--- src/rtl/rival_traffic_ctrl.sv ---
// Rival traffic generator: an LFSR picks spawn lanes, rivals scroll one step per
// frame and despawn past the bottom; a sticky collision freezes all traffic.

module rival_slot #(
    parameter int ROAD_X_MIN = 244,
    parameter int Y_SPAWN    = 150,
    parameter int Y_LIMIT    = 450,
    parameter int SPEED      = 1,
    parameter int CAR_W      = 14,
    parameter int CAR_H      = 16
) (
    input  logic       clk,
    input  logic       rst,
    input  logic       move,
    input  logic       spawn,
    input  logic [9:0] spawn_x,
    input  logic [9:0] car_x,
    input  logic [9:0] car_y,
    output logic       active,
    output logic [9:0] x,
    output logic [9:0] y,
    output logic       hit
);
    logic [10:0] y_next, dx, dy, adx, ady;

    // 11-bit sum so a y near 1023 cannot wrap below the limit
    assign y_next = {1'b0, y} + 11'(SPEED);

    always_ff @(posedge clk) begin
        if (rst) begin
            active <= 1'b0;
            x      <= 10'(ROAD_X_MIN);
            y      <= 10'(Y_SPAWN);
        end else if (move) begin
            if (active) begin
                if (y_next > 11'(Y_LIMIT))
                    active <= 1'b0;
                else
                    y <= y_next[9:0];
            end else if (spawn) begin
                active <= 1'b1;
                x      <= spawn_x;
                y      <= 10'(Y_SPAWN);
            end
        end
    end

    assign dx  = {1'b0, x} - {1'b0, car_x};
    assign dy  = {1'b0, y} - {1'b0, car_y};
    assign adx = dx[10] ? (~dx + 11'd1) : dx;
    assign ady = dy[10] ? (~dy + 11'd1) : dy;
    assign hit = active && (adx < 11'(CAR_W)) && (ady < 11'(CAR_H));
endmodule

module rival_traffic_ctrl #(
    parameter int         NUM_RIVALS = 3,
    parameter logic [7:0] LFSR_SEED  = 8'b10110101,
    parameter int         ROAD_X_MIN = 244,
    parameter int         LANE_SPAN  = 60,
    parameter int         Y_SPAWN    = 150,
    parameter int         Y_LIMIT    = 450,
    parameter int         SPEED      = 1,
    parameter int         SPAWN_GAP  = 40,
    parameter int         CAR_W      = 14,
    parameter int         CAR_H      = 16
) (
    input  logic                    clk,
    input  logic                    rst,
    input  logic                    frame_tick,
    input  logic                    run,
    input  logic [9:0]              car_x,
    input  logic [9:0]              car_y,
    output logic [10*NUM_RIVALS-1:0] rival_x,
    output logic [10*NUM_RIVALS-1:0] rival_y,
    output logic [NUM_RIVALS-1:0]   rival_active,
    output logic                    collision,
    output logic [2:0]              collide_idx,
    output logic [7:0]              rnd
);
    localparam logic [7:0]  SEED     = (LFSR_SEED == 8'h00) ? 8'h01 : LFSR_SEED;
    localparam logic [15:0] GAP_LAST = 16'(SPAWN_GAP - 1);

    logic                         tick_go, at_gap, spawn_now;
    logic [15:0]                  spawn_cnt;
    logic [NUM_RIVALS-1:0]        free_oh, hit;
    logic [7:0]                   lane_off;
    logic [9:0]                   spawn_x;
    logic [2:0]                   hit_idx;
    logic [NUM_RIVALS-1:0][9:0]   rx, ry;

    always_ff @(posedge clk) begin
        if (rst)
            rnd <= SEED;
        else
            rnd <= {rnd[6:0], rnd[7] ^ rnd[5] ^ rnd[4] ^ rnd[3]};
    end

    assign tick_go   = frame_tick && run && !collision;
    assign at_gap    = (spawn_cnt == GAP_LAST);
    // lowest zero bit of the active mask, taken before this tick's despawns
    assign free_oh   = ~rival_active & (rival_active + NUM_RIVALS'(1));
    assign spawn_now = tick_go && at_gap && (|free_oh);
    assign lane_off  = 8'((16'(rnd) * 16'(LANE_SPAN)) >> 8);
    assign spawn_x   = 10'(ROAD_X_MIN) + {2'b00, lane_off};

    // saturates at the gap while all slots are busy so the spawn retries each tick
    always_ff @(posedge clk) begin
        if (rst)
            spawn_cnt <= '0;
        else if (tick_go) begin
            if (!at_gap)
                spawn_cnt <= spawn_cnt + 16'd1;
            else if (|free_oh)
                spawn_cnt <= '0;
        end
    end

    for (genvar i = 0; i < NUM_RIVALS; i++) begin : g_slot
        rival_slot #(
            .ROAD_X_MIN(ROAD_X_MIN), .Y_SPAWN(Y_SPAWN), .Y_LIMIT(Y_LIMIT),
            .SPEED(SPEED), .CAR_W(CAR_W), .CAR_H(CAR_H)
        ) u_slot (
            .clk     (clk),
            .rst     (rst),
            .move    (tick_go),
            .spawn   (spawn_now && free_oh[i]),
            .spawn_x (spawn_x),
            .car_x   (car_x),
            .car_y   (car_y),
            .active  (rival_active[i]),
            .x       (rx[i]),
            .y       (ry[i]),
            .hit     (hit[i])
        );
    end

    assign rival_x = rx;
    assign rival_y = ry;

    always_comb begin
        hit_idx = '0;
        for (int i = NUM_RIVALS - 1; i >= 0; i--)
            if (hit[i]) hit_idx = 3'(i);
    end

    always_ff @(posedge clk) begin
        if (rst) begin
            collision   <= 1'b0;
            collide_idx <= '0;
        end else if (run && !collision && (|hit)) begin
            collision   <= 1'b1;
            collide_idx <= hit_idx;
        end
    end
endmodule

--- config.mk ---
export PLATFORM = sky130hd
export DESIGN_NAME = rival_traffic_ctrl
export DESIGN_NICKNAME = d
export VERILOG_FILES = /design/src/rtl/rival_traffic_ctrl.sv
export SDC_FILE = /design/constraint.sdc
export NUM_CORES = 1
export LEC_CHECK = 0
export CORE_MARGIN = 1.5
export CORE_UTILIZATION = 58
export CTS_CLUSTER_SIZE = 20
export DETAILED_ROUTE_END_ITERATION = 7
export PLACE_DENSITY_LB_ADDON = 0.1
export REMOVE_ABC_BUFFERS = 1
export SETUP_SLACK_MARGIN = 0.05
export SYNTH_ARGS = -nofsm -noshare
export SYNTH_HDL_FRONTEND = slang
export SYNTH_SLANG_ARGS = --single-unit
--- constraint.sdc ---
create_clock -name clk -period 5.8 [get_ports clk]
set_input_delay 1.45 -clock clk [delete_from_list [all_inputs] [get_ports clk]]
set_output_delay 1.45 -clock clk [all_outputs]
set_load 0.005 [all_outputs]
== After elaboration in Yosys (flattened, before gate mapping) ==
Cells that the tools add are included.

* Bits of input ports: 24
* Word-level logic and storage cells: 117
* Output and inout bits: 75
* Register bits after elaboration: 91

* Multipliers: 1
* Eq/ne operators: 5
* Reductions and logical operators: 28
* $lt $le $gt $ge: 9
* Bitwise logic cells: 14
* Multiplexer cells: 29
* Add/subtract/negate cells: 18

{| class="wikitable"
|+ Operators by type and width
! kind !! number
|-
| two-way mux 10 bit || 9
|-
| adder 11 x 1 -> 11 bit, second input constant || 6
|-
| two-way mux 11 bit || 6
|-
| inverter 11 bit || 6
|-
| subtractor 10 x 10 -> 11 bit || 6
|-
| adder 10 x 1 -> 11 bit, second input constant || 3
|-
| greater-than comparator 11 x 9 -> 1 bit, second input constant || 3
|-
| less-than comparator 11 x 4 -> 1 bit, second input constant || 3
|-
| less-than comparator 11 x 5 -> 1 bit, second input constant || 3
|-
| two-way mux 16 bit || 2
|-
| AND reduction 3 bit || 6
|-
| adder 16 x 1 -> 16 bit, second input constant || 1
|-
| == test 16 x 6 -> 1 bit, second input constant || 1
|-
| logical AND 1 bit || 15
|-
| multiplier 8 x 4 -> 12 bit, second input constant || 1
|-
| adder 8 x 6 -> 9 bit, first input constant || 1
|-
| two-way mux 1 bit || 9
|-
| two-way mux 3 bit || 2
|-
| inequality test 2 bit, second input constant || 3
|-
| nonzero test 2 bit || 3
|-
| OR reduction 3 bit || 2
|-
| adder 3 x 1 -> 3 bit, second input constant || 1
|-
| bitwise AND 3 bit || 1
|-
| inverter 1 bit || 3
|-
| other kinds (6) || 8
|}

== Longest topological paths before layout ==
* Depth after elaboration: 10
* Mapped depth: 15
* Mapped depth without buffers: 15

== Cells and area by module ==
From an unflattened synthesis, not the netlist that was laid out.

* Cells, all modules: 1,142
* Area, all modules: 8,762.2 um2

{| class="wikitable"
|+ Modules (own cells, without submodules)
! module !! cells an instance !! instances !! area an instance (um2) !! sequential area each (um2)
|-
| rival_slot (g_slot[0].u_slot ...) || 309 || 2 || 2,262.2 || 420.4
|-
| rival_slot (g_slot[1].u_slot) || 293 || 1 || 2,242.2 || 420.4
|-
| rival_traffic_ctrl || 231 || 1 || 1,995.7 || 540.5
|}

== Least setup slack after synthesis ==
No wires, ideal clock.

* Path type: in2reg
* From: input car_x[1]
* To: register collide_idx[1]
* Data required time: 5.684 ns
* Arrival time: 4.364 ns
* Path buffers: 0
* Slack: 1.320 ns
* Cell stages on the path: 12
* Setup time: 0.116 ns
* Cell sequence: inv_1 ha_1 nor2b_1 o31a_1 or4_1 a21boi_0 o2111ai_1 mux2_2 a32oi_1 a2111oi_0 a41oi_1 and3_1

* Longest elaborated chain between the ends: 10
* Elaborated cells between the ends (all ways): 26
* Those cells by class: add/sub: 6; order compare: 3; mux: 6; bitwise: 3; reduce/logical: 8

{| class="wikitable"
|+ RTL lines
! what !! line !! RTL
|-
| start: declaration || 71 || <nowiki>input logic [9:0] car_x,</nowiki>
|-
| subtractor 10 x 10 -> 11 bit || 48 || <nowiki>assign dx = {1'b0, x} - {1'b0, car_x};</nowiki>
|-
| inverter 11 bit || 50 || <nowiki>assign adx = dx[10] ? (~dx + 11'd1) : dx;</nowiki>
|-
| adder 11 x 1 -> 11 bit || 50 ||
|-
| two-way mux 11 bit || 50 ||
|-
| less-than comparator 11 x 4 -> 1 bit || 52 || <nowiki>assign hit = active && (adx < 11'(CAR_W)) && (ady < 11'(CAR_H));</nowiki>
|-
| logical AND 1 bit (2 in a row) || 52 ||
|-
| two-way mux 2 bit || 143 || <nowiki>if (hit[i]) hit_idx = 3'(i);</nowiki>
|-
| two-way mux 3 bit (2 in a row) || 143 ||
|-
| end signal: assignment || 152 || <nowiki>collide_idx <= hit_idx;</nowiki>
|-
| end: declaration || 77 || <nowiki>output logic [2:0] collide_idx,</nowiki>
|}

Several ways; a longest one is shown, not always the timed one.
A chain may end at the register's enable or synchronous reset.

== Worst setup path in the final report ==
* From: input car_x[0]
* To: register collide_idx[1]

Same word-level chain as after synthesis.

==> summary.md <==
| Metric | Value |
|---|---|
| Status | completed |
| Syn Inst Count | 1137 |
| PortBufs | 94 |
| Routed via count | 8623 |
| CTS Buf Count | 9 |
| Combinational fraction of design power | 34.2% |
| Worst-Margin Slew | 0.9525 ns |
| Fmax | 0.1971 GHz |
| Die width | 125.5 µm |
| Worst-case clock buffer depth | 2 |
| Synth Area in Compound Gates | 25.52% |
| Period minus WS final | 5.072 ns |
| Commonest cells after routing, fill and taps aside | nor2_1 (122), a21oi_1 (94), clkdlybuf4s50_1 (93) |
| Setup TNS | 0 ns |
| Pwr dens | 192.4 nW/µm² |
| Multi-input gate area | 6518 µm² |
| Part of the power in registers | 31.9% |
| Clock root buffer | clkbuf_16 |
| CTS tree | yes |
| Clk slew on worst S/H paths | 0.07 ns |
| Worst Setup Start Kind | primary input |
| RePlAce Congestion | 0.8979 |
| Max Cap Viol | 0 |
| Drc violations | 0 |
| Commonest non-fill, non-tap cell in the layout | nor2_1 |
| Ant diodes | 0 |
| Drt first pass iters | 5 |
| Worst Clk Skew | 0.01119 ns |
| # H-tree levels | 3 |
| Slew Limit Fails | 0 |
| Distinct cells, synth | 89 |
| DRT Wirelength | 22780 µm |
| Int Pwr | 1246 µW |
| Synthesized cell area | 8703 µm² |
| FF+latch area | 1742 µm² |
| DR WL/cell | 16.29 µm |
| Adder-Cell Fraction of Synth Area | 16.07% |
| Worst-path fanout max | 8 |
| Switching Share | 35.50% |
| GR Overflow Total | 0 |
| Antenna Nets Post-Route | 0 |
| Worst EP required | 6.11 ns |
| Main combinational cell family by area after synthesis | compound AO/OA/AOI/OAI gates |
| CTS resizes | 0 |
| CORE AREA | 14590 µm² |
| Worst setup path category | primary input to flop |
| Most frequently used flop master after synthesis | dfxtp_1 |
| Slew margin rel. | 36.01% |
| Filler Cells Inserted | 1241 |
| Detailed placement HPWL | 17710 µm |
| Row Count | 44 |
| Post-synthesis sequential area ratio | 20.01% |
| Leak pwr | 0.003910 µW |
| # setup viols final | 0 |
| Synth Warn # | 0 |
| Largest net degree at the start of global routing | 34 |
| Die area | 15750 µm² |
| Starting Density | 59.66% |
| Clk Latency, worst-skew pair | 0.36 ns |
| Final Hold Violating Endpoints | 0 |
| RSZ-0062 raised after global routing | false |
| XOR/XNOR Fraction of Synth Area | 7.749% |
| Count of boundary I/O pins | 99 |
| Hold crit path type | flop to flop |
| Clk sinks | 87 |
| Syn_area_per_cell | 7.655 µm² |
| Post-CTS setup buffer count | 0 |
| Ratio of cells with drive above 1 in the final layout | 4.695% |
| Total Routing Usage GR | 28.84% |
| Area growth syn-to-layout | 15.34% |
| Synthesized-area fraction occupied by and/or/nand/nor cells | 24.28% |
| Share of async-settable or async-resettable flops after synthesis | 0% |
| Clock power share | 33.9% |
| Initial DRC count | 539 |
| CP Data Arrival Time | 5.38 ns |
| #FFs+latches synth | 87 |
| Vias in the first global route | 7755 |
| EDFF count, synth | 0 |
| Fin nets | 1334 |
| Vias/cell | 6.168 |
| Final core utilization | 68.81% |
| Multiplexer share of the synthesized area | 1.093% |
| First-pass GRT wire length | 37610 µm |
| Die height | 125.5 µm |
| Initial antenna violation count | 0 |
| Net Switching | 685.4 µW |
| Hold_buf cts | 0 |
| Final period utilization | 87.45% |
| CP endpoint kind | flop |
| Max IR drop VDD | 171.7 µV |
-- cell usage after synthesis (13+ instances only) --
master | count | share of area [%]
o21ai_0 | 57 | 3.3
a21oi_1 | 94 | 5.4
a31oi_1 | 17 | 1.2
a21o_1 | 16 | 1.4
nand3_1 | 34 | 2.0
nand2b_1 | 16 | 1.2
nor2_1 | 122 | 5.3
nand2_1 | 84 | 3.6
o21a_1 | 20 | 1.7
dfxtp_1 | 87 | 20
a211o_1 | 13 | 1.3
nand4_1 | 19 | 1.4
clkbuf_1 | 32 | 1.4
o22ai_1 | 13 | 0.93
nor2b_1 | 14 | 1.0
ha_1 | 83 | 12
inv_1 | 65 | 2.8
or3_1 | 13 | 0.93
xnor2_1 | 44 | 4.4
and2_1 | 14 | 1.0
fa_1 | 18 | 4.1
nor3_1 | 32 | 1.8
xor2_1 | 33 | 3.3
-- flip-flops by register name (all words and copies together) (netlist names) --
| signal | count |
|---|---|
| collision | 1 |
| collide_idx | 2 |
| spawn_cnt | 16 |
| g_slot.u_slot.x | 27 |
| g_slot.u_slot.y | 30 |
| rnd | 8 |
| g_slot.u_slot.active | 3 |
-- routing by layer --
layer | GRT usage, % | wire length, µm
met1 | 40.05 | 10490
met2 | 45.97 | 10410
met3 | 3.808 | 1405
met4 | 10.23 | 478
met5 | 0 | 0
-- power groups by stage --
| stage | clock network, µW | logic (µW) | registers [µW] |
|---|---|---|---|
| detailed placement | 0 | 647 | 630 |
| global route | 685 | 726 | 618 |
| CTS | 661 | 651 | 616 |
| finish | 655 | 660 | 616 |
| global placement | 0 | 630 | 630 |
| floorplan | 0 | 458 | 628 |
-- final cells by class --
cell class / instances / area share [%]
Inverter: 66 / 2.468
Clock buffer: 10 / 2.281
Tap cell: 184 / 2.293
Sequential cell: 87 / 17.35
Timing Repair Buffer: 100 / 9.772
Clock inverter: 6 / 0.9099
Multi-Input combinational cell: 945 / 64.93
-- path summary, 6_finish.rpt --
kind	slack, ns	endpoint	depth (start not counted)	from
max	0.73	collide_idx[1]	14	car_x[0]
min	0.48	g_slot[2].u_slot.x[0]	2	g_slot[2].u_slot.x[0]
max reg2reg	1.45	g_slot[2].u_slot.x[8]	15	rnd[2]
min reg2reg	0.48	g_slot[2].u_slot.x[0]	2	g_slot[2].u_slot.x[0]
-- logic make-up (layout without fill, tap and decap cells) --
family	after synthesis	count (layout)
other	1	4
AND/OR/NAND/NOR	420	420
AO/OA/AOI/OAI	334	334
flip-flops	87	87
buffers and inverters	108	182
multiplexers	9	9
adder cells (fa/ha/maj)	101	101
XOR/XNOR	77	77
-- worst max-delay path, cell delays in order --
cell	delay, ns
clkdlybuf4s50_1	0.56
ha_1	0.18
inv_1	0.05
fa_1	0.44
a211oi_1	0.47
o21bai_1	0.15
a21o_1	0.21
a31oi_1	0.48
o31ai_1	0.18
xnor2_1	0.16
a2111oi_0	0.43
nand4b_1	0.30
nand2b_1	0.15
and3_1	0.15
-- through the flow --
| stage | std cells | setup WS [ns] | hold WS (ns) | power (µW) | instance area (µm²) |
|---|---|---|---|---|---|
| floorplan | 1098 | 1.320 | 0.4508 | 1086 | 8507 |
| global placement | 1382 | 0.5203 | 0.4655 | 1260 | 9718 |
| detailed placement | 1382 | 0.3765 | 0.4717 | 1277 | 9718 |
| CTS | 1398 | 0.7410 | 0.4814 | 1928 | 10040 |
| global route | 1398 | 0.3191 | 0.5002 | 2029 | 10040 |
| finish | 1398 | 0.7276 | 0.4794 | 1931 | 10040 |
Note: power is estimated with default switching activity, not from simulation.
